$ cat src/rtl/multi_cycle_shifter.sv
// Iterative shift unit (sll/srl/sra/ror) that moves at most STEP bit positions
// per clock, with a start/done handshake.
module multi_cycle_shifter #(
  parameter int WIDTH   = 16,
  parameter int SHAMT_W = 4,
  parameter int STEP    = 1
) (
  input  logic               clock,
  input  logic               reset,
  input  logic               start,
  input  logic [1:0]         op,
  input  logic [WIDTH-1:0]   data_in,
  input  logic [SHAMT_W-1:0] shamt,
  output logic               busy,
  output logic               done,
  output logic [WIDTH-1:0]   result,
  output logic               zero
);

  typedef enum logic [1:0] {IDLE, SHIFT, DONE} state_t;

  localparam logic [SHAMT_W-1:0] STEP_C  = SHAMT_W'(STEP);
  localparam logic [SHAMT_W:0]   WIDTH_C = (SHAMT_W+1)'(WIDTH);

  state_t             state, state_d;
  logic [WIDTH-1:0]   work, shifted;
  logic [SHAMT_W-1:0] cnt, s, cnt_rem;
  logic [SHAMT_W:0]   rot_back;
  logic [1:0]         op_q;
  logic               accept;

  // One step of the shift: s = min(STEP, cnt) positions in the latched direction.
  always_comb begin
    s        = (cnt < STEP_C) ? cnt : STEP_C;
    cnt_rem  = cnt - s;
    rot_back = WIDTH_C - {1'b0, s};
    shifted  = work;
    case (op_q)
      2'b00:   shifted = work << s;
      2'b01:   shifted = work >> s;
      2'b10:   shifted = $signed(work) >>> s;
      default: shifted = (work >> s) | (work << rot_back);
    endcase
  end

  always_comb begin
    accept  = start && (state != SHIFT);
    state_d = state;
    busy    = 1'b0;
    done    = 1'b0;
    case (state)
      IDLE, DONE: begin
        done    = (state == DONE);
        state_d = IDLE;
        if (accept) state_d = (shamt == '0) ? DONE : SHIFT;
      end
      SHIFT: begin
        busy    = 1'b1;
        state_d = (cnt_rem == '0) ? DONE : SHIFT;
      end
      default: state_d = IDLE;
    endcase
  end

  always_ff @(posedge clock) begin
    if (reset) state <= IDLE;
    else       state <= state_d;
  end

  always_ff @(posedge clock) begin
    if (reset) begin
      work   <= '0;
      cnt    <= '0;
      op_q   <= '0;
      result <= '0;
      zero   <= 1'b1;
    end else if (accept) begin
      work <= data_in;
      cnt  <= shamt;
      op_q <= op;
      if (shamt == '0) begin
        result <= data_in;
        zero   <= (data_in == '0);
      end
    end else if (state == SHIFT) begin
      work <= shifted;
      cnt  <= cnt_rem;
      if (cnt_rem == '0) begin
        result <= shifted;
        zero   <= (shifted == '0);
      end
    end
  end

endmodule

$ cat config.mk
export PLATFORM = sky130hd
export DESIGN_NAME = multi_cycle_shifter
export DESIGN_NICKNAME = d
export VERILOG_FILES = /design/src/rtl/multi_cycle_shifter.sv
export SDC_FILE = /design/constraint.sdc
export NUM_CORES = 1
export LEC_CHECK = 0
export BUFFER_PORTS_ARGS = -buffer_cell sky130_fd_sc_hd__buf_4
export CAP_MARGIN = 20
export CORE_MARGIN = 1
export CORE_UTILIZATION = 45
export DETAILED_ROUTE_END_ITERATION = 10
export PLACE_DENSITY = 0.74
export SLEW_MARGIN = 5
export SYNTH_ARGS = -nofsm -noshare
export SYNTH_HDL_FRONTEND = slang
export SYNTH_SLANG_ARGS = --single-unit
$ cat constraint.sdc
create_clock -name clock -period 5.6 [get_ports clock]
set_clock_uncertainty 0.2 [all_clocks]
set_input_delay 0 -clock clock [delete_from_list [all_inputs] [get_ports clock]]
set_output_delay 0 -clock clock [all_outputs]
set_load 0.03 [all_outputs]
Word level (Yosys, flattened, before mapping)
Index checks and enable logic that the tools add are counted.
- div/mod/pow operators: 0
- reductions and logical operators: 11
- bitwise operators: 1
- $add $sub $neg: 2
- $mul: 0
- multiplexer cells: 20
- magnitude comparators: 1
- equal/unequal tests: 6
- shifts and indexed selects: 4
- operator list (operator ; number):
    $mux 16 ; 6
    $pmux 16 s3 ; 1
    $logic_not 16->1 ; 2
    $or 16x16->16 ; 1
    $shl 16x4->16 ; 1
    $shl 16x5->16 ; 1
    $shr 16x4->16 ; 1
    $sshr 16x4->16 ; 1
    $mux 4 ; 3
    $logic_not 4->1 ; 2
    $mux 1 ; 6
    $mux 2 ; 3
    $sub 5x4->5 const A ; 1
    $eq 2x1->1 const B ; 2
    $eq 2x2->1 const B ; 2
    $logic_not 2->1 ; 2
    $lt 4x1->1 const B ; 1
    $ne 2x1->1 const B ; 2
    $pmux 2 s2 ; 1
    $reduce_bool 2->1 ; 2
    $sub 4x4->4 ; 1
    $reduce_and 3->1 ; 1
    $reduce_or 2->1 ; 1
    $logic_and 1x1->1 ; 1
- input port bits: 25
- bits in registers: 41
- word-level logic and storage cells: 51
- memories kept: 0
- output and inout port bits: 19
- latch bits: 0
- bits in writable memories: 0
- ROM bits: 0

Logic depth before layout (Yosys ltp)
Gate-level depths: netlist of the first run.
- depth after elaboration: 10
- mapped depth: 11
- gate-level depth less buffers: 9

Least setup slack after synthesis of the first run
No wires, ideal clock.
- path type: reg2reg
- from: reg cnt[1]
- to: reg result[4]
- cell stages (with the launch flop): 12
- clock period less this slack: 3024 ps
- arrival time: 2751 ps
- buffers on the path: 2
- path slack: 2576 ps
- required time: 5327 ps
- path through: dfxtp_1 > or4_4 > buf_6 > clkinv_4 > ha_1 > buf_2 > nor4bb_1 > a211oi_1 > a31oi_1 > mux2_2 > nor2_1 > nor3_2
- cells in the longest elaborated chain, start to end: 9
- elaborated cells on any way between the ends: 16
- RTL lines (element ; RTL line ; text):
    from (decl) ; 27 ; logic [SHAMT_W-1:0] cnt, s, cnt_rem;
    from (signal assigned) ; 79 ; cnt <= shamt;
    from (signal assigned) ; 87 ; cnt <= cnt_rem;
    $lt 4x1->1 ; 34 ; s = (cnt < STEP_C) ? cnt : STEP_C;
    $mux 4 ; 34 ;
    $sub 5x4->5 ; 36 ; rot_back = WIDTH_C - {1'b0, s};
    $shl 16x5->16 ; 42 ; default: shifted = (work >> s) | (work << rot_back);
    $or 16x16->16 ; 42 ;
    $pmux 16 s3 ; 38 ; case (op_q)
    $mux 16 ; 88 ; if (cnt_rem == '0) begin
    $mux 16 ; 85 ; end else if (state == SHIFT) begin
    $mux 16 ; 77 ; end else if (accept) begin
    to (signal assigned) ; 82 ; result <= data_in;
    to (signal assigned) ; 89 ; result <= shifted;
    to (decl) ; 16 ; output logic [WIDTH-1:0] result,
Several ways; a longest one is shown, not always the timed one. The select of a mux whose other input is x is not followed.
A chain may end at the register's enable or synchronous reset.

Worst setup path in the final report of the first run
- from: reg cnt[1]
- to: reg work[4]
- cells in the longest elaborated chain, start to end: 8
- elaborated cells on any way between the ends: 11
- RTL lines (element ; RTL line ; text):
    $lt 4x1->1 ; 34 ;
    $mux 4 (*) ; 34 ;
    $sub 5x4->5 ; 36 ;
    $shl 16x5->16 ; 42 ;
    $or 16x16->16 ; 42 ;
    $pmux 16 s3 (*) ; 38 ;
    $mux 16 (*) ; 85 ;
    $mux 16 (*) ; 77 ;
    to (signal assigned) ; 78 ; work <= data_in;
    to (signal assigned) ; 86 ; work <= shifted;
    to (decl) ; 26 ; logic [WIDTH-1:0] work, shifted;
Mark *: on every way between the ends. The rest lies on a longest branch, timed or not. The select of a mux whose other input is x is not followed.

==> results of run 1 <==
==> layout make-up <==
type                       count  area [µm²]
multi-input combinational    261        1520
sequential                    41         821
tap                           70        87.6
timing repair buffer          74         628
fill                         476        2020
inverter                       3        16.3
clock buffer                   6        82.6
clock inverter                 2        37.5
==> flip-flops by register name, summed over array words and instances, names as in the netlist <==
name / count
work: 16
op_q: 2
state: 2
result: 16
zero: 1
cnt: 4
==> synth_stat cells, types with 3 or more instances <==
master / number
nor2b_1: 5
nor3_2: 3
o21ai_0: 12
mux2i_1: 4
nand3_1: 3
mux2_2: 10
a31o_1: 5
nor2_1: 61
clkbuf_1: 18
a21o_1: 4
buf_6: 3
buf_2: 4
nand2b_1: 3
a21oi_1: 11
a211oi_1: 20
dfxtp_1: 41
a31oi_1: 3
nor4_1: 7
nand2_1: 46
nor3_1: 25
==> placed cells by master, fill, tap and decap left out, drive strengths merged, types with 3 or more instances in the layout <==
cell,n
nand2,46
mux2,11
nand2b,3
a21oi,11
buf,45
dfxtp,41
nor4,8
a31o,6
nor2b,5
dlygate4sd3,29
a311oi,3
mux2i,4
a211oi,21
nand3,3
o21ai,14
clkbuf,6
a31oi,4
nor2,61
nor3,28
a21o,4
==> power by group through the flow <==
stage / Sequential [mW] / Combinational [mW] / Clock [mW]
final: 0.365 / 0.366 / 0.255
after global routing: 0.370 / 0.394 / 0.271
after CTS: 0.363 / 0.356 / 0.256
after detailed placement: 0.369 / 0.336 / 0
after global placement: 0.368 / 0.334 / 0
after floorplan: 0.378 / 0.247 / 0
==> logic make-up after synthesis <==
family,Yosys count,share of synthesized area [%]
DFF,41,33.1
other,1,0.151
and+or+nand+nor,169,32.2
adders and majority gates,2,1.01
muxes,15,6.61
AOI/OAI and AO/OA,74,21.2
buffers and inverters,29,5.75
==> through the flow <==
step	setup slack, ns	hold WS (ns)	instance area, µm²	instances
after floorplan	2.58	-0.0640	2480	331
after global placement	2.22	0.0531	2780	420
after detailed placement	2.09	0.0587	2780	420
after CTS	2.04	0.271	3190	457
after global routing	1.69	0.304	3190	457
final	1.90	0.264	3190	457
==> per-layer routing <==
layer / GRT usage (%) / part of all wire, %
met1: 34.9 / 43
met2: 38.9 / 45
met3: 5.99 / 9.3
met4: 13.3 / 3.1
met5: 0 / 0
==> path summary, 6_finish.rpt <==
path	end	depth (start not counted)	from	slack, ns
worst max-delay path	work[4]$_SDFFE_PP0P_	9	cnt[1]$_SDFFE_PP0P_	1.90
worst min-delay path	result[0]$_SDFFE_PP0P_	2	result[0]$_SDFFE_PP0P_	0.26
worst max register to register	work[4]$_SDFFE_PP0P_	9	cnt[1]$_SDFFE_PP0P_	1.90
worst min register to register	result[0]$_SDFFE_PP0P_	2	result[0]$_SDFFE_PP0P_	0.26
==> repair_timing <==
action	4_1_cts	5_1_grt
hold endpoints to repair	39	0
setup endpoints to repair	0	0
hold buffers	29	0
==> critical path, stage by stage (launching register included) <==
cell,delay [ns]
dfxtp_1,0.38
or4_4,0.74
clkinv_4,0.17
ha_1,0.39
nor4bb_1,0.88
a211oi_1,0.18
a31oi_1,0.29
mux2_2,0.22
nor2_1,0.05
nor3_2,0.14
==> impl_metrics.toml, run 1 <==
[global_routing]
grt_pass1_vias = 2440
antenna_found_initial = 0
grt_util_all_layers_pct = 26.0
grt_pass1_wl_um = 12200
grt_start_max_net_pins = 43
grt-ovfl-total = 0

[synthesis]
async_flop_share_pct = 0
synth-edff-count = 0
synth_nets = 358
synth-seq-area-share_pct = 33.1
ys_seq_elements = 41
ys_top_cells_by_area = "dfxtp_1, nor2_1, nand2_1, a211oi_1, nor3_1"
synth_cells = 331
synth_area_per_cell_um2 = 7.49
syn-cell-area_um2 = 2480
synthFlopType = "dfxtp_1"
netlist.area_leader.share_pct = 33.1
yosysTopAreaCell = "dfxtp_1"
yosysWarnings = 0
yosysUniqueCellTypes = 53

[clock_network]
post_cts_buffers = 0
clock_latency_ns = 0.29
cts_max_level = 2
path_clk_slew_ns = 0.08
cts-root-buf = "clkbuf_8"
cts_resized = 0
clockBufferDepth = 2
cts_sinks = 41
cts_made_buffers = 5
cts_tree = "built"

[routing]
firstDrtPassIters = 7
drt_iter0_markers = 241
wl_per_cell_um = 16.2
ant_nets = 0
via_per_inst = 5.96
num_vias = 2724
routed_wl_um = 7410
drcViolationCount = 0

[sta]
tns_ns = 0
rsz0062_at_grt = "false"
final_hold_viol_count = 0
max_freq_mhz = 270
period_minus_slack_ns = 3.70
worst_slew_pin_slew_ns = 1.01
final_max_slew_viol_count = 0
fin_crit_sh_pct = 66.1
relSlewSlack_pct = 32.3
setup_viol = 0

[flow_run]
maxCapViolCount = 0

[finish]
num_antenna_cells = 0
layout.nets = 413
syn_to_final_growth_pct = 28.6
drive_gt1_share_pct = 19.4
utilization_pct = 61.3

[placed_design]
gp_congestion = 0.908
port_buffers = 43
place.detailed.hpwl_um = 4670

[status]
run_status = "finished, final reports clean"

[die]
start_util_pct = 47.6
die-width_um = 76.2
coreArea_um2 = 5200
io_pins = 44
die_h_um = 76.2
placement_rows = 26
dieArea_um2 = 5810

[worst_setup_path]
crit_type = "flop to flop"
crit_path_end_kind = "flop"
startpoint_type = "flop"
arrival_ns = 3.72
required_ns = 5.62
worst-path-max-fanout = 32

[pwr]
finalPower_uw = 986
pwr-share-comb_pct = 37.1
intPower_uw = 623
p_seq_share_pct = 37.0
power_density_nw_per_um2 = 309
switching_share_pct = 36.9
p_leak_nw = 1.26
netSwitchingPower_uw = 363
power.share.clock_pct = 25.9
ir_drop_uv = 219

[hold_path]
min_path_type = "flop to flop"
No activity file was read; power rests on OpenSTA's default activity.
==> run 2: changes to the inputs <==
--- a/config.mk
+++ b/config.mk
@@ -5,12 +5,13 @@
 export SDC_FILE = /design/constraint.sdc
 export NUM_CORES = 1
 export LEC_CHECK = 0
+export ABC_AREA = 1
 export BUFFER_PORTS_ARGS = -buffer_cell sky130_fd_sc_hd__buf_4
 export CAP_MARGIN = 20
 export CORE_MARGIN = 1
 export CORE_UTILIZATION = 45
 export DETAILED_ROUTE_END_ITERATION = 10
-export PLACE_DENSITY = 0.74
+export PLACE_DENSITY = 0.77
 export SLEW_MARGIN = 5
 export SYNTH_ARGS = -nofsm -noshare
 export SYNTH_HDL_FRONTEND = slang
==> constraint.sdc (replaced) <==
create_clock -name clock -period 3.2 [get_ports clock]
set_clock_uncertainty 0.2 [all_clocks]
set_input_delay 0 -clock clock [delete_from_list [all_inputs] [get_ports clock]]
set_output_delay 0 -clock clock [all_outputs]
set_load 0.03 [all_outputs]
==> impl_metrics.toml, run 2 <==
[finish]
regArea_um2 = 821
n_fill_cell = 514
top_regs = "result: 16 flops, work: 16 flops, cnt: 4 flops"
drive_gt1_share_pct = 14.8
syn_to_final_growth_pct = 26.0
final_common_cell = "nand2_1"
final_cells = 560
multi_input_area_um2 = 1500
num_antenna_cells = 0
layout.nets = 514
mostFrequentLayoutCells = "nand2_1, inv_1, buf_4"

[pwr]
netSwitchingPower_uw = 819
pwr-share-comb_pct = 48.2
power_density_nw_per_um2 = 550
p_seq_share_pct = 33.2
power.share.clock_pct = 18.6
finalPower_mw = 1.84
switching_share_pct = 44.4
intPower_mw = 1.03
ir_drop_uv = 396
p_leak_nw = 1.68

[die]
dieArea_um2 = 6230
die_h_um = 78.9
placement_rows = 27
die-width_um = 78.9
io_pins = 44
coreArea_um2 = 5610
start_util_pct = 47.5

[synthesis]
synth_area_per_cell_um2 = 6.25
netlist.area_leader.share_pct = 30.8
yosysTopAreaCell = "dfxtp_1"
yosys-top-cells-count = "nand2_1, inv_1, nand3_1, dfxtp_1, o21ai_0"
synth.most_common_cell = "nand2_1"
synth-edff-count = 0
ys_top_cells_by_area = "dfxtp_1, nand2_1, nand3_1, inv_1, o21ai_0"
ys_seq_elements = 41
syn-cell-area_um2 = 2660
synthFlopType = "dfxtp_1"
yosysWarnings = 0
yosysUniqueCellTypes = 32
synth_nets = 453
synth-seq-area-share_pct = 30.8
synth_cells = 426
async_flop_share_pct = 0

[routing]
via_per_inst = 5.62
firstDrtPassIters = 5
wl_per_cell_um = 14.9
drcViolationCount = 0
drt_iter0_markers = 274
num_vias = 3147
ant_nets = 0
routed_wl_um = 8360

[placed_design]
place.detailed.hpwl_um = 5840
gp_congestion = 0.964
port_buffers = 43
dpl.cell_count = 525

[global_routing]
grt_pass1_wl_um = 13600
grt_util_all_layers_pct = 28.0
grt_start_max_net_pins = 37
antenna_found_initial = 0
grt_pass1_vias = 2800
grt-ovfl-total = 0

[sta]
final_max_slew_viol_count = 0
max_freq_mhz = 369
holdWs_ns = 0.257
setup_viol = 0
worst_slew_pin_slew_ns = 0.984
final_hold_viol_count = 0
rsz0062_at_grt = "false"
fin_crit_sh_pct = 84.8
relSlewSlack_pct = 34.3
tns_ns = 0
period_minus_slack_ns = 2.71

[clock_network]
cts_hold_buf = 27
cts-root-buf = "clkbuf_8"
cts_resized = 0
path_clk_slew_ns = 0.08
cts_sinks = 41
clockBufferDepth = 2
post_cts_buffers = 0
cts_made_buffers = 5
clock_latency_ns = 0.30
cts_tree = "built"
cts_max_level = 2

[worst_setup_path]
crit_type = "flop to flop"
worst-path-max-fanout = 13
required_ns = 3.25
critPathSlowestCell = "dfxtp_1"
reg2regPathDepth = 15
startpoint_type = "flop"
path_common_cell = "nand2_1"
cpPeakStageDelay_ns = 0.36
crit_path_end_kind = "flop"
arrival_ns = 2.76
crit_chain = "nor2_4, nand2_4, inv_2, ha_1, inv_1, nand2_1, nand3_1, nand2_1, nor2_1, nand2_1, nor2_1, nand3_1, nand2_1, nand2_1, nand2_1"

[hold_path]
whs_path_depth = 3
min_path_type = "input pin to flop"

[flow_run]
maxCapViolCount = 0

[status]
run_status = "finished, final reports clean"
-- run 2: cell types whose count changed after synthesis, sizes merged, moves of 26 or more --
cell,change
nand3,+42
o21ai,+29
nor3,-26
nand2,+69
nor2,-30
inv,+59
-- run 2: per-layer routing --
layer  vias up  track usage, %  share of wire (%)
met1      1443            38.5                 46
met5         -               0                  0
met2       158            43.8                 43
met4         0            10.5                3.0
met3        27            4.60                7.5
li1       1519               -                  -
-- run 2: layout make-up --
cell class | count | area share, %
inverter | 60 | 6.71
clock buffer | 5 | 2.05
sequential | 41 | 24.5
multi-input combinational | 304 | 44.8
timing repair buffer | 75 | 18.8
tap | 72 | 2.68
clock inverter | 3 | 0.522
-- run 2: path summary, 6_finish.rpt --
path	start	endpoint	slack (ns)
worst max-delay path	cnt[1]$_SDFFE_PP0P_	zero$_SDFFE_PP1P_	0.49
worst min-delay path	reset	cnt[0]$_SDFFE_PP0P_	0.26
worst max register to register	cnt[1]$_SDFFE_PP0P_	zero$_SDFFE_PP1P_	0.49
worst min register to register	op_q[1]$_SDFFE_PP0P_	op_q[1]$_SDFFE_PP0P_	0.29
-- run 2: kinds of logic after synthesis --
kind of cell	count (synthesis)	share of synthesized area (%)
AOI/OAI and AO/OA	99	22.0
adders and majority gates	2	0.940
buffers and inverters	81	12.7
DFF	41	30.8
other	1	0.141
and+or+nand+nor	202	33.4
-- run 2: critical path, delay by kind of cell, from the launching register on --
family | cells | cell delay, ns
and+or+nand+nor | 12 | 1.31
buffers and inverters | 2 | 0.45
adders and majority gates | 1 | 0.34
DFF | 1 | 0.36
-- run 2: metrics by stage --
stage	area, µm²	worst slack (ns)	util [%]
finish	3360	0.487	59.8
global placement	3000	0.516	53.5
CTS	3360	0.526	59.8
detailed placement	3000	0.541	53.5
floorplan	2660	0.980	-
global route	3360	0.316	59.8
-- run 2: power groups by stage --
stage               Sequential [mW]  Clock (mW)  Combinational (mW)
finish                        0.613       0.343               0.889
global route                  0.620       0.361               0.984
detailed placement            0.623           0               0.836
CTS                           0.612       0.343               0.865
floorplan                     0.666           0               0.582
global placement              0.623           0               0.838
